==> config.mk <==
export PLATFORM = sky130hd
export DESIGN_NAME = fetch_unit
export DESIGN_NICKNAME = d
export VERILOG_FILES = /design/src/rtl/cpu_fetch_pkg.sv /design/src/rtl/program_counter.sv /design/src/rtl/fetch_unit.sv
export SDC_FILE = /design/constraint.sdc
export NUM_CORES = 1
export LEC_CHECK = 0
export CORE_UTILIZATION = 46
export DETAILED_ROUTE_END_ITERATION = 7
export HOLD_SLACK_MARGIN = 0.02
export PLACE_DENSITY = 0.91
export SLEW_MARGIN = 5
export SYNTH_ARGS = -nofsm -noshare
export SYNTH_HDL_FRONTEND = slang
export SYNTH_SLANG_ARGS = --single-unit
==> constraint.sdc <==
create_clock -name clk -period 3.3 [get_ports clk]
set_clock_uncertainty 0.15 [all_clocks]
set_input_delay 0.33 -clock clk [delete_from_list [all_inputs] [get_ports clk]]
set_output_delay 0.33 -clock clk [all_outputs]
set_load 0.05 [all_outputs]
==> src/rtl/cpu_fetch_pkg.sv <==
// Shared definitions for the instruction fetch stage: widths, PC stepping
// constants, the fetch FSM state type and a saturating counter helper.
package cpu_fetch_pkg;

    localparam int ADDR_W         = 22;
    localparam int INSTR_W        = 22;
    localparam int MEM_WORDS      = 129;
    localparam int RESET_PC       = 0;
    localparam int PC_STEP        = 4;
    localparam int PC_READ_OFFSET = 8;

    typedef enum logic [0:0] {
        FETCH = 1'b0,
        HALT  = 1'b1
    } fetch_state_t;

    function automatic logic [31:0] sat_inc32(input logic [31:0] value);
        return (value == 32'hFFFF_FFFF) ? value : value + 32'd1;
    endfunction

endpackage

==> src/rtl/program_counter.sv <==
// Program counter register: synchronous reset, redirect load, sequential
// increment by one instruction word, otherwise hold.
module program_counter
    import cpu_fetch_pkg::*;
#(
    parameter int ADDR_W   = cpu_fetch_pkg::ADDR_W,
    parameter int RESET_PC = cpu_fetch_pkg::RESET_PC
) (
    input  logic              clk,
    input  logic              rst,
    input  logic              i_load,
    input  logic [ADDR_W-1:0] i_load_pc,
    input  logic              i_inc,
    output logic [ADDR_W-1:0] o_pc
);

    logic [ADDR_W-1:0] r_pc;

    // Load has priority over increment so a branch wins over sequential flow.
    always_ff @(posedge clk) begin
        if (rst) begin
            r_pc <= ADDR_W'(RESET_PC);
        end else if (i_load) begin
            r_pc <= i_load_pc;
        end else if (i_inc) begin
            r_pc <= r_pc + ADDR_W'(PC_STEP);
        end else begin
            r_pc <= r_pc;
        end
    end

    assign o_pc = r_pc;

endmodule

==> src/rtl/fetch_unit.sv <==
// Instruction fetch stage: drives the ROM address from the PC, registers the
// fetched word toward decode, handles redirects and halts on bad addresses.
module fetch_unit
    import cpu_fetch_pkg::*;
#(
    parameter int ADDR_W    = cpu_fetch_pkg::ADDR_W,
    parameter int INSTR_W   = cpu_fetch_pkg::INSTR_W,
    parameter int MEM_WORDS = cpu_fetch_pkg::MEM_WORDS,
    parameter int RESET_PC  = cpu_fetch_pkg::RESET_PC
) (
    input  logic               clk,
    input  logic               rst,
    output logic [ADDR_W-1:0]  imem_addr,
    input  logic [INSTR_W-1:0] imem_rd,
    input  logic               redirect_valid,
    input  logic [ADDR_W-1:0]  redirect_pc,
    output logic               out_valid,
    input  logic               out_ready,
    output logic [INSTR_W-1:0] out_instr,
    output logic [ADDR_W-1:0]  out_pc,
    output logic [ADDR_W-1:0]  out_pc_plus8,
    output logic               fault,
    output logic [ADDR_W-1:0]  fault_pc,
    output logic [31:0]        fetch_count
);

    localparam logic [ADDR_W-1:0] MEM_LIMIT = ADDR_W'(MEM_WORDS);

    fetch_state_t       r_state;
    fetch_state_t       w_state_nxt;
    logic [ADDR_W-1:0]  w_pc;
    logic [ADDR_W-1:0]  w_imem_addr;
    logic               w_fetching;
    logic               w_bad;
    logic               w_can_capture;
    logic               w_capture;
    logic               w_fault_evt;
    logic               w_pc_load;

    logic               r_out_valid;
    logic [INSTR_W-1:0] r_out_instr;
    logic [ADDR_W-1:0]  r_out_pc;
    logic [ADDR_W-1:0]  r_out_pc_plus8;
    logic               r_fault;
    logic [ADDR_W-1:0]  r_fault_pc;
    logic [31:0]        r_fetch_count;

    // Word index is compared zero-extended so the limit check never truncates.
    assign w_bad = (w_pc[1:0] != 2'b00) ||
                   ({2'b00, w_pc[ADDR_W-1:2]} >= MEM_LIMIT);

    assign w_can_capture = w_fetching && !redirect_valid &&
                           (!r_out_valid || out_ready);
    assign w_capture     = w_can_capture && !w_bad;
    assign w_fault_evt   = w_can_capture && w_bad;
    assign w_pc_load     = w_fetching && redirect_valid;

    program_counter #(
        .ADDR_W   (ADDR_W),
        .RESET_PC (RESET_PC)
    ) u_pc (
        .clk       (clk),
        .rst       (rst),
        .i_load    (w_pc_load),
        .i_load_pc (redirect_pc),
        .i_inc     (w_capture),
        .o_pc      (w_pc)
    );

    // FSM state register.
    always_ff @(posedge clk) begin
        if (rst) begin
            r_state <= FETCH;
        end else begin
            r_state <= w_state_nxt;
        end
    end

    // FSM next state: HALT is only left through reset.
    always_comb begin
        w_state_nxt = r_state;
        case (r_state)
            FETCH: begin
                if (w_fault_evt) begin
                    w_state_nxt = HALT;
                end else begin
                    w_state_nxt = FETCH;
                end
            end
            HALT:    w_state_nxt = HALT;
            default: w_state_nxt = HALT;
        endcase
    end

    // FSM outputs: fetch enable and the address presented to the ROM.
    always_comb begin
        w_fetching  = 1'b0;
        w_imem_addr = r_fault_pc;
        case (r_state)
            FETCH: begin
                w_fetching  = 1'b1;
                w_imem_addr = w_pc;
            end
            HALT: begin
                w_fetching  = 1'b0;
                w_imem_addr = r_fault_pc;
            end
            default: begin
                w_fetching  = 1'b0;
                w_imem_addr = r_fault_pc;
            end
        endcase
    end

    // Output register toward decode plus the sticky fault record.
    always_ff @(posedge clk) begin
        if (rst) begin
            r_out_valid    <= 1'b0;
            r_out_instr    <= '0;
            r_out_pc       <= '0;
            r_out_pc_plus8 <= ADDR_W'(PC_READ_OFFSET);
            r_fault        <= 1'b0;
            r_fault_pc     <= '0;
        end else if (w_pc_load) begin
            r_out_valid    <= 1'b0;
        end else if (w_fault_evt) begin
            r_out_valid    <= 1'b0;
            r_fault        <= 1'b1;
            r_fault_pc     <= w_pc;
        end else if (w_capture) begin
            r_out_valid    <= 1'b1;
            r_out_instr    <= imem_rd;
            r_out_pc       <= w_pc;
            r_out_pc_plus8 <= w_pc + ADDR_W'(PC_READ_OFFSET);
        end else if (r_out_valid && out_ready) begin
            r_out_valid    <= 1'b0;
        end else begin
            r_out_valid    <= r_out_valid;
        end
    end

    // Captured-instruction counter, saturating rather than wrapping.
    always_ff @(posedge clk) begin
        if (rst) begin
            r_fetch_count <= 32'd0;
        end else if (w_capture) begin
            r_fetch_count <= sat_inc32(r_fetch_count);
        end else begin
            r_fetch_count <= r_fetch_count;
        end
    end

    assign imem_addr    = w_imem_addr;
    assign out_valid    = r_out_valid;
    assign out_instr    = r_out_instr;
    assign out_pc       = r_out_pc;
    assign out_pc_plus8 = r_out_pc_plus8;
    assign fault        = r_fault;
    assign fault_pc     = r_fault_pc;
    assign fetch_count  = r_fetch_count;

endmodule
==> flow_metrics.env <==
export IMPL_regToRegStartpoint="u_pc.o_pc[2]"
export IMPL_fin_crit_sh_pct=93.9
export IMPL_synth_cell_types=46
export IMPL_drive_gt1_share_pct=10.0
export IMPL_syn_area_um2=5960
export IMPL_start_util_pct=47.2
export IMPL_final_common_cell="clkdlybuf4s50_1"
export IMPL_clk_pin_slew_ps=60
export IMPL_ys_seq_area_share_pct=47.7
export IMPL_yosysTopAreaCell="dfxtp_1"
export IMPL_cts_resized=0
export IMPL_avgViaCountPerCell=5.37
export IMPL_synthCells=703
export IMPL_cp_end_kind="flip-flop"
export IMPL_die_area_um2=13400
export IMPL_final_util_pct=68.3
export IMPL_num_rows=41
export IMPL_synth_fp_nets=756
export IMPL_leakage_uw=0.00298
export IMPL_drtPass1Iterations=5
export IMPL_hold_start="rst"
export IMPL_antenna_found_initial=0
export IMPL_synthArstFlopShare_pct=0
export IMPL_pre_cts_ws_ps=210
export IMPL_htreeDepth=4
export IMPL_period_minus_slack_ps=3100
export IMPL_rsz0062_at_grt="false"
export IMPL_root_buffer="clkbuf_16"
export IMPL_postSynthAreaPerCell_um2=8.48
export IMPL_die_w_um=116
export IMPL_fmax_mhz=323
export IMPL_holdPathEnd="r_state"
export IMPL_r2r_end="u_pc.o_pc[6]"
export IMPL_finalWirelength_mm=17.1
export IMPL_diodes=0
export IMPL_clkLatencyLatePin_ps=430
export IMPL_slew_headroom_pct=58.2
export IMPL_cts_sinks=142
export IMPL_die_h_um=116
export IMPL_pin_count=192
export IMPL_drc=0
export IMPL_worst_pin_slew_ps=627
export IMPL_num_fill_cells=1010
export IMPL_powerDensity_nw_per_um2=526
export IMPL_maxCapViolCount=0
export IMPL_drtAntennaViolNets=0
export IMPL_numCtsBuffers=17
export IMPL_grt_max_degree=62
export IMPL_hold_viol_final=0
export IMPL_synth_main_ff_cell="dfxtp_1"
export IMPL_first_iter_violations=494
export IMPL_fin_area_um2=8620
export IMPL_post_drt_wl_per_cell_um=16.1
export IMPL_slew_viol_final=0
export IMPL_synth_warnings=0
export IMPL_clock_path_buffers=2
export IMPL_postPlaceCellArea_um2=8020
export IMPL_core_area_um2=12600
export IMPL_register_area_um2=2840
export IMPL_hold_depth=2
export IMPL_critPathKind="flip-flop to flip-flop"
export IMPL_worstSetupStartpointType="flip-flop"
export IMPL_status="completed"
export IMPL_synth_top_area_share_pct=47.7
export IMPL_cts_hold_buf=0
export IMPL_synth_edf_count=0
export IMPL_crit_fanout=33
export IMPL_crit_arrival_ps=3300
export IMPL_setup_tns_final_ps=0
export IMPL_cts_setup_buffers=0
export IMPL_layout_setup_ws_ps=201
export IMPL_cts_tree="done"
export IMPL_setup_viol=0
export IMPL_nNetsFinal=930
export IMPL_hold_slack_ps=262
export IMPL_r2r_slack_ps=200
export IMPL_synthToLayoutAreaGrowth_pct=44.7
export IMPL_worstHoldPathType="input port to flip-flop"
export IMPL_num_vias=5701
export IMPL_grt_usage_pct=25.6
export IMPL_multi_input_area_um2=2880
export IMPL_grt_pass1_vias=5267
export IMPL_gp_congestion=0.779
export IMPL_dp_hpwl_mm=11.8
export IMPL_rr_worst_depth=7
export IMPL_ys_top_cells_by_area="dfxtp_1 (48%), nand2_1 (9.3%), a21oi_1 (7.4%), mux2_2 (5.1%), and2_1 (3.3%)"
export IMPL_required_ps=3500
export IMPL_ir_drop_mv=0.386
export IMPL_grt_overflow_total=0
export IMPL_grt_pass1_wl_mm=26.4
export IMPL_ys_ff_latch=142
export IMPL_final_cell_mix="clkdlybuf4s50_1 (190), nand2_1 (148), dfxtp_1 (142), a21oi_1 (87), nor2_1 (32)"
export IMPL_io_buffers=191
report_power, final:
| group | switching (uW) | internal, uW |
|---|---|---|
| clock network | 787 | 1200 |
| logic | 459 | 260 |
| registers | 56.4 | 1770 |
routing by layer:
metal,vias to the layer above,track usage [%],wire [um]
li1,2794,-,-
met1,2674,30.1,6930
met2,214,42.1,8300
met3,19,10.0,1630
met4,0,9.23,267
met5,-,0,0
sequential cells by signal, indices dropped and copies added (netlist names):
name / flops
out_instr: 22
fault_pc: 22
r_state: 1
u_pc.o_pc: 22
fault: 1
out_pc_plus8: 19
out_pc: 22
fetch_count: 32
out_valid: 1
kinds of logic (layout without fill, tap and decap cells):
logic type	after synthesis	after routing	share of synthesized area, %
compound gates	140	140	14.1
fa+ha+maj	5	5	1.05
xor+xnor	7	7	1.03
simple gates	320	320	26.5
mux	28	28	5.29
buf+inv	61	248	4.28
flops	142	142	47.7
metrics by stage:
stage	cells	total power, uW
2_1_floorplan	703	2310
3_3_place_gp	1030	2570
3_5_place_dp	1030	2580
4_1_cts	1062	4560
5_1_grt	1062	4680
6_report	1062	4540
worst max-delay path, cell delays in order (launching register included):
cell and delay [ps]:
dfxtp_1 420, ha_1 270, or4b_4 500, o41ai_4 360, nand3_2 390, buf_4 380, or3_1 380, a31oi_1 160
synth_stat cells, types with 3 or more instances:
library cell	count
a211oi_1	9
a21oi_1	88
a311oi_1	3
and2_1	31
and3_1	5
and4_1	8
buf_1	4
buf_2	6
buf_4	3
clkbuf_1	41
dfxtp_1	142
ha_1	5
inv_1	6
mux2_2	27
nand2_1	148
nand2b_1	3
nand3_1	17
nand3b_1	3
nand4_1	10
nor2_1	32
nor2b_1	10
nor3_1	10
nor4_1	15
o21ai_0	12
o21ba_2	3
o31ai_1	12
or3_1	8
or4_1	14
xnor2_1	5
cell type report:
| class | count | area share [%] |
|---|---|---|
| inverter | 6 | 0.261 |
| tap | 172 | 2.50 |
| sequential | 142 | 33.0 |
| timing repair buffer | 210 | 23.8 |
| clock inverter | 14 | 2.09 |
| multi-input combinational | 500 | 33.4 |
| clock buffer | 18 | 4.98 |
worst max-delay path by stage:
stage / startpoint / endpoint / slack, ps
after floorplan: u_pc.o_pc[3] / fetch_count[14] / 500
after global placement: u_pc.o_pc[2] / u_pc.o_pc[6] / 360
after detailed placement: u_pc.o_pc[2] / u_pc.o_pc[6] / 210
after CTS: u_pc.o_pc[2] / u_pc.o_pc[6] / 200
after global routing: u_pc.o_pc[2] / u_pc.o_pc[6] / 80
final: u_pc.o_pc[2] / u_pc.o_pc[6] / 200
No activity file was read; power rests on OpenSTA's default activity.
==> RTL change: new RTL, same settings <==
Make the reset (`rst`) asynchronous in 4 clocked blocks. Comments in the files are not updated.
--- a/src/rtl/program_counter.sv
+++ b/src/rtl/program_counter.sv
@@ -19,3 +19,3 @@
     // Load has priority over increment so a branch wins over sequential flow.
-    always_ff @(posedge clk) begin
+    always_ff @(posedge clk or posedge rst) begin
         if (rst) begin
--- a/src/rtl/fetch_unit.sv
+++ b/src/rtl/fetch_unit.sv
@@ -70,3 +70,3 @@
     // FSM state register.
-    always_ff @(posedge clk) begin
+    always_ff @(posedge clk or posedge rst) begin
         if (rst) begin
@@ -115,3 +115,3 @@
     // Output register toward decode plus the sticky fault record.
-    always_ff @(posedge clk) begin
+    always_ff @(posedge clk or posedge rst) begin
         if (rst) begin
@@ -142,3 +142,3 @@
     // Captured-instruction counter, saturating rather than wrapping.
-    always_ff @(posedge clk) begin
+    always_ff @(posedge clk or posedge rst) begin
         if (rst) begin
Formal check against the unedited RTL: differs if rst is asserted again (counterexample within 4 cycles, from zero or initial values and one cycle with rst high); with rst held inactive, the same outputs for 4 cycles.
==> RTL change against the unedited design <==
  * Synthesized area up 4.0%
  * Sequential share of layout area increased by 6.8 points
  * Sequential cell count unchanged
  * Worst setup slack worse by 0.024 ns
  * Die area rose by 3.9%
  * Critical path depth shrank 5
  * Global-route usage is 2.1 points lower
  * Cell area rose by 3.6%
  * Utilization decreased by 0.58 points
  * Maximum frequency decreased by 0.78%
  * Routed wire length is 11% lower
  * Critical path type is now register to primary output
  * Critical endpoint is now imem_addr[11]
  * Largest cell class is now flip-flops and latches
Power is not compared: it rests on default switching activity, and its combinational part moved more than twofold at a synthesized area within 25%.
==> RTL change: results (changes against the unedited design) <==
Synth
The multiplexer area fraction after synthesis is 0.0763 (+0.0234). The share of async-settable or async-resettable flops after synthesis came to 1.00 (+1.00). The area share of fa/ha/maj cells after synthesis is 0.0101 (-0.000405).

The most frequently used flop master after synthesis is sky130_fd_sc_hd__dfrtp_1. The share of the synthesized netlist area taken by xor and xnor gates is 0.0565 (+0.0462). The post-synthesis sequential area ratio was 0.573 (+0.0965). The number of distinct library cells after synthesis is 38 (-17%). In the synthesized netlist, the cells that appear most often are sky130_fd_sc_hd__nand2_1, sky130_fd_sc_hd__dfrtp_1, sky130_fd_sc_hd__mux2_2, sky130_fd_sc_hd__xnor2_1, sky130_fd_sc_hd__and2_1. The compound-cell area share of the yosys netlist came to 0.0244 (-0.117).

Ranked by total cell area, the synthesized netlist is headed by sky130_fd_sc_hd__dfrtp_1, sky130_fd_sc_hd__nand2_1, sky130_fd_sc_hd__mux2_2.

Place
The final estimated routing congestion in global placement is 0.821 (+5.3%). The post-DP HPWL came to 10300 um (-13%). The placed cell count is 919 (-11%).

Worst hold path
The min-delay analysis places its worst path in the category input pin to async pin.

GRT
The number of global-route vias before repair was 4841 (-8.1%). The pin count of the biggest net entering global routing was 81 (+31%). The wire length of the first global-routing pass is 25300 um (-4.2%).

The combined global-route utilization of all metal layers came to 0.235 (-0.0205).

Run status
The run finished with clean final reports.

Finish
The count of filler cells inserted in the layout is 921 (-8.8%). The layout cell share with drive strength beyond 1 is 0.121 (+0.0213). The number of nets at the end of the flow is 815 (-12%).

Setup path
The peak fanout along the critical path is 28 (-15%). The arrival time of the worst setup path is 2.64 ns (-0.66 ns).

STA
The remaining max-slew budget at the tightest pin is 0.264 (-0.318).

Power and ir drop
VDD sags by at most 0.000439 V. Of the total power, the share spent switching nets is 0.379.

Drt
The number of vias after detailed routing is 4867 (-15%). The initial DRC count is 317 (-36%). The number of optimization iterations in the first detailed-route pass is 4 (-1).

The routed wire length is 15200 um (-11%). The mean number of vias per cell was 5.12 (-4.7%).
## RTL change: cell count changes in the layout (fill, tap and decap cells not counted), sizes merged, moves of 12 or more
cell   unedited run  this run
dfxtp           142         0
dfrtp             0       141
a21oi            88         2
xnor2             5        37
nor2             32        10
mux2             28        42
or4              14         0
nand2           148       161
nand4            11        23
o31ai            12         0
## RTL change: power groups by stage
stage,Combinational [mW],Clock [mW],Sequential (mW)
2_1_floorplan,1.24,0,2.82
3_3_place_gp,2.45,0,2.42
3_5_place_dp,2.49,0,2.43
4_1_cts,2.51,2.12,2.41
5_1_grt,2.61,2.21,2.46
6_report,2.49,2.08,2.42
## RTL change: critical path: stages (launching register included)
cell and delay, ns:
sky130_fd_sc_hd__dfrtp_1 1.07, sky130_fd_sc_hd__mux2_2 0.45, sky130_fd_sc_hd__clkdlybuf4s50_1 0.70
## RTL change: worst paths after layout
check | start | end | slack, ns | depth (start not counted)
max reg2reg | u_pc.o_pc[3] | fault_pc[13] | 0.52 | 7
max | r_state | imem_addr[11] | 0.18 | 2
min in group clk | imem_rd[10] | out_instr[10] | 0.29 | 3
min | rst | out_instr[12] | 0.12 | 2
min reg2reg | out_pc_plus8[3] | out_pc_plus8[3] | 0.31 | 2
max in group asynchronous | rst | fetch_count[13] | 2.00 | 3
## RTL change: layout make-up
cell class / count / area [um2] / area share
multi-input cells: 397 / 2470 / 0.276
clock inverters: 11 / 188 / 0.0210
flip-flops and latches: 142 / 3550 / 0.398
clock buffers: 21 / 460 / 0.0515
well taps: 176 / 220 / 0.0246
repair buffers: 200 / 2030 / 0.227
inverters: 4 / 18.8 / 0.00210
## RTL change: logic make-up after synthesis
logic type,Yosys count
compound gates,25
fa+ha+maj,5
xor+xnor,40
mux,42
buf+inv,37
simple gates,285
flops,142
## RTL change: through the flow
| step | instance area (um2) | worst slack (ns) | utilization |
|---|---|---|---|
| final | 8940 | 0.177 | 0.678 |
| after detailed placement | 8290 | 0.590 | 0.628 |
| after floorplan | 6200 | 0.997 | - |
| after global routing | 8940 | 0.0597 | 0.678 |
| after global placement | 8290 | 0.630 | 0.628 |
| after CTS | 8940 | 0.177 | 0.678 |
## RTL change: layer usage
layer | share of wire | up-vias | global-route usage
li1 | - | 2299 | -
met1 | 0.42 | 2368 | 0.300
met2 | 0.50 | 167 | 0.376
met3 | 0.053 | 33 | 0.0601
met4 | 0.026 | 0 | 0.108
met5 | 0 | - | 0
